`src/rtl/demux1x4_32bit_buf_pkg.sv`:
```
// Shared widths, lane select encodings and the select decode used by the 1-to-4 word demux.
package demux1x4_32bit_buf_pkg;

    localparam int WIDTH = 32;
    localparam int CNT_W = 8;

    typedef enum logic [1:0] {
        LANE1 = 2'b00,
        LANE2 = 2'b01,
        LANE3 = 2'b10,
        LANE4 = 2'b11
    } lane_e;

    function automatic logic [3:0] lane_decode(input lane_e sel);
        return 4'b0001 << sel;
    endfunction

endpackage

```
`src/rtl/demux1x4_32bit_buf_if.sv`:
```
// Producer/consumer bus of the 1-to-4 demux: one input word stream, four buffered output lanes.
interface demux1x4_32bit_buf_if;
    import demux1x4_32bit_buf_pkg::*;

    logic [WIDTH-1:0] in_data;
    logic             in_valid;
    logic             in_ready;
    logic             s0;
    logic             s1;
    logic [WIDTH-1:0] out1;
    logic [WIDTH-1:0] out2;
    logic [WIDTH-1:0] out3;
    logic [WIDTH-1:0] out4;
    logic [3:0]       out_valid;
    logic [3:0]       out_ready;
    logic [CNT_W-1:0] count1;
    logic [CNT_W-1:0] count2;
    logic [CNT_W-1:0] count3;
    logic [CNT_W-1:0] count4;

    modport master (
        output in_data, in_valid, s0, s1, out_ready,
        input  in_ready, out1, out2, out3, out4, out_valid,
               count1, count2, count3, count4
    );

    modport slave (
        input  in_data, in_valid, s0, s1, out_ready,
        output in_ready, out1, out2, out3, out4, out_valid,
               count1, count2, count3, count4
    );

endinterface

```
`src/rtl/demux1x4_32bit_buf_lane.sv`:
```
// One output lane: single-entry word buffer with valid/ready and a wrapping accept counter.
module demux_lane
    import demux1x4_32bit_buf_pkg::*;
(
    input  logic             clk,
    input  logic             reset,
    input  logic             load,
    input  logic [WIDTH-1:0] ld_data,
    input  logic             out_ready,
    output logic [WIDTH-1:0] data,
    output logic             valid,
    output logic [CNT_W-1:0] count,
    output logic             lane_ready
);

    logic [WIDTH-1:0] r_data;
    logic             r_valid;
    logic [CNT_W-1:0] r_count;

    // A load on a draining lane keeps valid high so the consumer sees no bubble.
    always_ff @(posedge clk) begin
        if (reset) begin
            r_data  <= '0;
            r_valid <= 1'b0;
            r_count <= '0;
        end else if (load) begin
            r_data  <= ld_data;
            r_valid <= 1'b1;
            r_count <= r_count + 1'b1;
        end else if (r_valid && out_ready) begin
            r_valid <= 1'b0;
        end
    end

    assign data       = r_data;
    assign valid      = r_valid;
    assign count      = r_count;
    assign lane_ready = ~r_valid | out_ready;

endmodule

```
`src/rtl/demux1x4_32bit_buf.sv`:
```
// Registered 1-to-4 demultiplexer: routes each accepted word to the lane chosen by {s1,s0}.
module demux1x4_32bit_buf
    import demux1x4_32bit_buf_pkg::*;
(
    input  logic                 clk,
    input  logic                 reset,
    demux1x4_32bit_buf_if.slave  bus
);

    lane_e            w_sel;
    logic             w_accept;
    logic [3:0]       w_load;
    logic             w_lane_ready [4];
    logic             w_valid      [4];
    logic [WIDTH-1:0] w_data       [4];
    logic [CNT_W-1:0] w_count      [4];

    assign w_sel    = lane_e'({bus.s1, bus.s0});
    assign w_accept = bus.in_valid & w_lane_ready[w_sel] & ~reset;
    assign w_load   = lane_decode(w_sel) & {4{w_accept}};

    for (genvar i = 0; i < 4; i++) begin : g_lane
        demux_lane u_lane (
            .clk        (clk),
            .reset      (reset),
            .load       (w_load[i]),
            .ld_data    (bus.in_data),
            .out_ready  (bus.out_ready[i]),
            .data       (w_data[i]),
            .valid      (w_valid[i]),
            .count      (w_count[i]),
            .lane_ready (w_lane_ready[i])
        );
    end

    // in_ready ignores reset so the producer sees a stable, purely state-based ready.
    assign bus.in_ready  = w_lane_ready[w_sel];
    assign bus.out1      = w_data[0];
    assign bus.out2      = w_data[1];
    assign bus.out3      = w_data[2];
    assign bus.out4      = w_data[3];
    assign bus.out_valid = {w_valid[3], w_valid[2], w_valid[1], w_valid[0]};
    assign bus.count1    = w_count[0];
    assign bus.count2    = w_count[1];
    assign bus.count3    = w_count[2];
    assign bus.count4    = w_count[3];

endmodule

```
`src/flat_wrapper.sv`:
```
// flat-port wrapper written by rule: the top's interface ports become plain ports
module demux1x4_32bit_buf_flat import demux1x4_32bit_buf_pkg::*;
  (clk, reset, bus_in_data, bus_in_valid, bus_s0, bus_s1, bus_out_ready, bus_in_ready, bus_out1, bus_out2, bus_out3, bus_out4, bus_out_valid, bus_count1, bus_count2, bus_count3, bus_count4);
  demux1x4_32bit_buf_if bus_i ();
  input  logic clk;
  input  logic reset;
  input wire logic [$bits(bus_i.in_data)-1:0] bus_in_data;
  input wire logic [$bits(bus_i.in_valid)-1:0] bus_in_valid;
  input wire logic [$bits(bus_i.s0)-1:0] bus_s0;
  input wire logic [$bits(bus_i.s1)-1:0] bus_s1;
  input wire logic [$bits(bus_i.out_ready)-1:0] bus_out_ready;
  output wire logic [$bits(bus_i.in_ready)-1:0] bus_in_ready;
  output wire logic [$bits(bus_i.out1)-1:0] bus_out1;
  output wire logic [$bits(bus_i.out2)-1:0] bus_out2;
  output wire logic [$bits(bus_i.out3)-1:0] bus_out3;
  output wire logic [$bits(bus_i.out4)-1:0] bus_out4;
  output wire logic [$bits(bus_i.out_valid)-1:0] bus_out_valid;
  output wire logic [$bits(bus_i.count1)-1:0] bus_count1;
  output wire logic [$bits(bus_i.count2)-1:0] bus_count2;
  output wire logic [$bits(bus_i.count3)-1:0] bus_count3;
  output wire logic [$bits(bus_i.count4)-1:0] bus_count4;
  assign bus_i.in_data = bus_in_data;
  assign bus_i.in_valid = bus_in_valid;
  assign bus_i.s0 = bus_s0;
  assign bus_i.s1 = bus_s1;
  assign bus_i.out_ready = bus_out_ready;
  assign bus_in_ready = bus_i.in_ready;
  assign bus_out1 = bus_i.out1;
  assign bus_out2 = bus_i.out2;
  assign bus_out3 = bus_i.out3;
  assign bus_out4 = bus_i.out4;
  assign bus_out_valid = bus_i.out_valid;
  assign bus_count1 = bus_i.count1;
  assign bus_count2 = bus_i.count2;
  assign bus_count3 = bus_i.count3;
  assign bus_count4 = bus_i.count4;
  demux1x4_32bit_buf u_core (.clk(clk), .reset(reset), .bus(bus_i));
endmodule
```
`config.mk`:
```
export PLATFORM = sky130hd
export DESIGN_NAME = demux1x4_32bit_buf_flat
export DESIGN_NICKNAME = d
export VERILOG_FILES = /design/src/rtl/demux1x4_32bit_buf_pkg.sv /design/src/rtl/demux1x4_32bit_buf_if.sv /design/src/rtl/demux1x4_32bit_buf_lane.sv /design/src/rtl/demux1x4_32bit_buf.sv /design/src/flat_wrapper.sv
export SDC_FILE = /design/constraint.sdc
export NUM_CORES = 1
export LEC_CHECK = 0
export BUFFER_PORTS_ARGS = -buffer_cell sky130_fd_sc_hd__buf_2
export CAP_MARGIN = 30
export CORE_ASPECT_RATIO = 1.25
export CORE_UTILIZATION = 50
export CTS_CLUSTER_DIAMETER = 100
export DETAILED_ROUTE_END_ITERATION = 10
export GPL_ROUTABILITY_DRIVEN = 0
export PLACE_DENSITY = 0.8
export SLEW_MARGIN = 20
export SYNTH_ARGS = -nofsm -noshare
export SYNTH_HDL_FRONTEND = slang
export SYNTH_HIERARCHICAL = 1
export SYNTH_SLANG_ARGS = --single-unit
```
`constraint.sdc`:
```
create_clock -name clk -period 2 [get_ports clk]
set_clock_uncertainty 0.1 [all_clocks]
set_input_delay 0.1 -clock clk [delete_from_list [all_inputs] [get_ports clk]]
set_output_delay 0.1 -clock clk [all_outputs]
set_load 0.02 [all_outputs]
```
# ---- After elaboration in Yosys (flattened, before gate mapping)
# Index checks and enable logic that the tools add are counted.
dict set report op_classes {
  addsub 4
  magnitude_cmp 1
  shifts 1
  n_mux 11
  bitwise 13
  n_reduce_logical 8
}
# cell n
set ops {}
lappend ops {{8-bit by 1-bit adder with 8-bit output, second input constant} 4}
lappend ops {{1-bit 2-to-1 mux} 10}
lappend ops {{2-bit nonzero test} 4}
lappend ops {{1-bit NOT} 5}
lappend ops {{4-bit bitwise AND} 1}
lappend ops {{1-bit logical AND} 4}
lappend ops {{1-bit bitwise OR} 4}
lappend ops {{1-bit by 2-bit << shifter with 4-bit output, first input constant} 1}
lappend ops {{3-bit >= comparator, second input constant} 1}
lappend ops {{2-bit NOT with 3-bit output} 1}
lappend ops {{1-bit bitwise AND} 2}
lappend ops {{1-bit binary-select mux with 2-bit select} 1}
dict set report totals {
  ff_bits 164
}

# ---- Logic depth before layout (Yosys ltp)
dict set report logic_depth {
  ltp_word 9
  mapped_depth 7
}

# ---- By module
# Netlist, hierarchy kept.
# mod instances cells_each area_per_inst_um2
set modules_own_cells {}
lappend modules_own_cells {demux_lane 4 144 1492.7}
lappend modules_own_cells {demux1x4_32bit_buf 1 9 77.6}

# ---- Least setup slack after synthesis
# No wires, ideal clock.
dict set report synth_timing {
  kind {reg-to-reg}
  from {reg u_core.g_lane[2].u_lane.r_valid}
  to {reg u_core.g_lane[2].u_lane.r_data[24]}
  t_arrival_ns 1.458
  required_ns 1.772
  slack_ns 0.315
  stages_incl_launch_ff 7
  period_less_slack_ns 1.685
  cell_sequence {dfxtp_1 > nand2b_1 > nor3b_1 > buf_4 > buf_4 > mux2i_1 > nor2_1}
}
# element line
set synth_lines {}
lappend synth_lines {{from (decl)} demux1x4_32bit_buf_lane.sv:17} ;# logic r_valid;
lappend synth_lines {{from (signal assigned)} demux1x4_32bit_buf_lane.sv:24} ;# r_valid <= 1'b0;
lappend synth_lines {{from (signal assigned)} demux1x4_32bit_buf_lane.sv:28} ;# r_valid <= 1'b1;
lappend synth_lines {{from (signal assigned)} demux1x4_32bit_buf_lane.sv:31} ;# r_valid <= 1'b0;
lappend synth_lines {{to (signal assigned)} demux1x4_32bit_buf_lane.sv:27} ;# r_data <= ld_data;
lappend synth_lines {{to (decl)} demux1x4_32bit_buf_lane.sv:16} ;# logic [WIDTH-1:0] r_data;

==> impl_metrics.yaml <==
logic_synthesis:
  synth-warning-count: 6
  synth.yosys.seq_area_share_pct: 54.28
  syn-num-nets: 630
  syn-instance-count: 585
  synth_register_bits: 164
  netlist-cell-type-count: 22
  synth_area_sq_um: 6048
  postSynthAreaPerCell_sq_um: 10.34
placement:
  port-buffer-count: 205
  dp_worst_setup_slack_ps: 52.26
  place.detailed.hpwl_um: 10310
layout:
  areaGrowthSynthToFinish_pct: 34.84
  area_taken_by_multi_input_logic_gates_sq_um: 2581
  filler_cell_count_in_the_final_layout: 889
  seqCellArea_sq_um: 3283
  share_of_post_route_cells_with_drive_strength_above_1_pct: 30.54
  core_util_final_pct: 69.55
  fin_nets: 867
  antenna_cells_inserted: 0
clock_tree:
  cts.sinks: 164
  tritoncts.num_buffers: 17
  post_cts.resized_instances: 0
  tritoncts: "done"
  clock_tree.htree_level_count: 4
  worstSkewPairLatency_ps: 410
  clockBufferDepth: 2
  postCtsHoldBufs: 36
  cts.repair_timing.setup_buffer_count: 0
  clk_root_buffer_cell: "clkbuf_16"
  clk_pin_slew_worst_paths_ps: 60
setup_path:
  critical_path.reg2reg.endpoint: "u_core/g_lane[2].u_lane/data[12]$_SDFFE_PP0P_"
  cp_launch_point: "bus_out_ready[2]"
  setup.worst_path.start_class: "primary input"
  sort_of_element_at_the_end_of_the_critical_path: "flip-flop"
  crit_end: "u_core/g_lane[2].u_lane/data[12]$_SDFFE_PP0P_"
  reg2reg_setup_slack_ps: 150
  worst-setup-path-type: "in -> reg"
  crit_required_ps: 2160
  worstReg2RegStart: "u_core/g_lane[2].u_lane/valid$_SDFFE_PP0P_"
  cp_max_fo: 18
  arrival_ps: 2020
  reg2regPathDepth: 5
sta:
  hold_viol: 0
  final.setup.tns_ps: 0
  final.min_clock_period_ps: 1857
  timing.final.setup_violations: 0
  max_slew_margin_pct: 42.25
  min_period_over_period_pct: 92.87
  worst-slew-pin-transition_ps: 866.2
  grt_setup_unrepaired: "no"
  fmax_mhz: 538.4
  final_max_slew_viol_count: 0
  worst_slack_ps: 142.5
global_routing:
  grt_pass1_vias: 5096
  grt_usage_pct: 25.22
  grt_residual_overflow: 0
  grt_max_degree: 89
  antenna_found_initial: 0
  grt_pass1_wl_um: 24870
run:
  cap_violations: 0
detailed_routing:
  drc: 0
  ant_nets: 0
  route.detailed.wl_per_inst_um: 15.59
  detailedRoute.firstIterationViolations: 167
  postRouteWirelength_um: 15530
  num_vias: 5098
  vias_per_cell: 5.118
  first_pass_iters: 5
pwr:
  ir_worst_vdd_mv: 0.6197
  total_leakage_power_nw: 3.575
  power.density_cell_area_nw_per_um2: 851.0
floorplanning:
  die_height_um: 125.0
  floorplan.die_area_sq_um: 12540
  starting_density_of_the_core_pct: 51.58
  core_sq_um: 11730
  chipWidth_um: 100.4
  top_level_ports: 206
  placementRows: 44
hold_path:
  min-delay-path-class: "in -> reg"
outcome:
  status: "finished clean"
## kinds of logic (layout without fill, tap and decap cells)
kind of cell	count (synthesis)	after routing	synth area share, %
AND/OR/NAND/NOR	200	200	14.50
adder cells (fa/ha/maj)	4	4	0.8275
flip-flops	164	164	54.28
multiplexers	133	133	22.28
XOR/XNOR	16	16	2.317
AO/OA/AOI/OAI	28	28	2.317
buffers and inverters	40	290	3.475
## power by group
part / total (mW) / switching [mW] / internal, mW
logic: 0.505 / 0.297 / 0.208
registers: 3.36 / 0.0344 / 3.33
clock network: 3.07 / 1.28 / 1.79
## worst max-delay path, stage by stage
cell and delay, ps:
dlygate4sd3_1 520, buf_2 90, nand2b_1 130, nor3b_2 370, buf_4 410, mux2i_1 290, nor2_1 80
## cells in the final DEF (no fill, tap or decap)
| master | n |
|---|---|
| nor3b_4 | 1 |
| buf_12 | 2 |
| or3b_1 | 1 |
| mux2i_1 | 132 |
| ha_1 | 4 |
| clkinvlp_4 | 5 |
| mux4_1 | 1 |
| dfxtp_1 | 164 |
| nor2_1 | 148 |
| nand4_2 | 4 |
| clkbuf_8 | 2 |
| nand2b_1 | 4 |
| nand3_1 | 8 |
| inv_6 | 3 |
| xnor2_1 | 4 |
| dlygate4sd3_1 | 36 |
| inv_1 | 4 |
| nand4_1 | 8 |
| a21oi_1 | 16 |
| buf_4 | 12 |
| bufinv_16 | 1 |
| clkbuf_1 | 3 |
| xor2_1 | 12 |
| nor3b_2 | 1 |
| nor2_4 | 2 |
| or3_1 | 12 |
| clkbuf_16 | 17 |
| buf_2 | 204 |
| nand2_1 | 10 |
| nand3b_1 | 1 |
| o21ai_0 | 12 |
| clkinv_2 | 1 |
## state kept, by name, indices dropped and copies added, names as in the netlist
register and cells:
u_core/g_lane.u_lane/count 32, u_core/g_lane.u_lane/valid 4, u_core/g_lane.u_lane/data 128
## layer usage
layer  track usage (%)  wire length [um]  vias to the layer above
li1                  -                 -                     2439
met1             27.99              6211                     2450
met2             44.28              8074                      172
met3             7.043               808                       37
met4             11.34               433                        0
met5                 0                 0                        -
## metrics by stage
| step | total power [mW] | instance area, sq um | instances | hold slack, ps |
|---|---|---|---|---|
| CTS | 7.014 | 8155 | 996 | 106.6 |
| global placement | 3.862 | 7232 | 928 | 286.7 |
| finish | 6.940 | 8155 | 996 | 131.6 |
| global route | 7.187 | 8155 | 996 | 142.7 |
| floorplan | 3.699 | 6048 | 585 | 147.2 |
| detailed placement | 3.876 | 7232 | 928 | 295.8 |
## cell usage after synthesis
cell type | number | area share, %
dfxtp_1 | 164 | 54
nor2_1 | 150 | 9.3
mux2i_1 | 132 | 22
clkbuf_1 | 20 | 1.2
a21oi_1 | 16 | 1.3
buf_4 | 16 | 2.0
o21ai_0 | 12 | 0.99
or3_1 | 12 | 1.2
xor2_1 | 12 | 1.7
nand2_1 | 10 | 0.62
nand3_1 | 8 | 0.66
nand4_1 | 8 | 0.83
ha_1 | 4 | 0.83
inv_1 | 4 | 0.25
nand2b_1 | 4 | 0.41
nand4_2 | 4 | 0.83
xnor2_1 | 4 | 0.58
mux4_1 | 1 | 0.43
nand3b_1 | 1 | 0.12
nor3b_1 | 1 | 0.12
nor3b_2 | 1 | 0.21
or3b_1 | 1 | 0.14
## area by class of cell
cell class,count,share of cell area (%)
Clock buffer,22,5.692
Clock inverter,10,1.212
Inverter,4,0.1841
Multi-Input combinational cell,381,31.65
Sequential cell,164,40.26
Tap cell,161,2.470
Timing Repair Buffer,254,18.53
## worst min-delay path by stage
stage / endpoint / start / slack [ps] / cells after the start
after global placement: u_core/g_lane[2].u_lane/data[20]$_SDFFE_PP0P_ / bus_in_data[20] / 290 / 3
after global routing: u_core/g_lane[0].u_lane/count[6]$_SDFFE_PP0P_ / bus_s0 / 140 / 5
after floorplan: u_core/g_lane[0].u_lane/data[20]$_SDFFE_PP0P_ / bus_in_data[20] / 150 / 2
after CTS: u_core/g_lane[0].u_lane/count[6]$_SDFFE_PP0P_ / bus_s0 / 110 / 5
after detailed placement: u_core/g_lane[3].u_lane/data[0]$_SDFFE_PP0P_ / bus_in_data[0] / 300 / 3
final: u_core/g_lane[0].u_lane/count[6]$_SDFFE_PP0P_ / bus_s0 / 130 / 5
(Power assumes the default switching activity.)
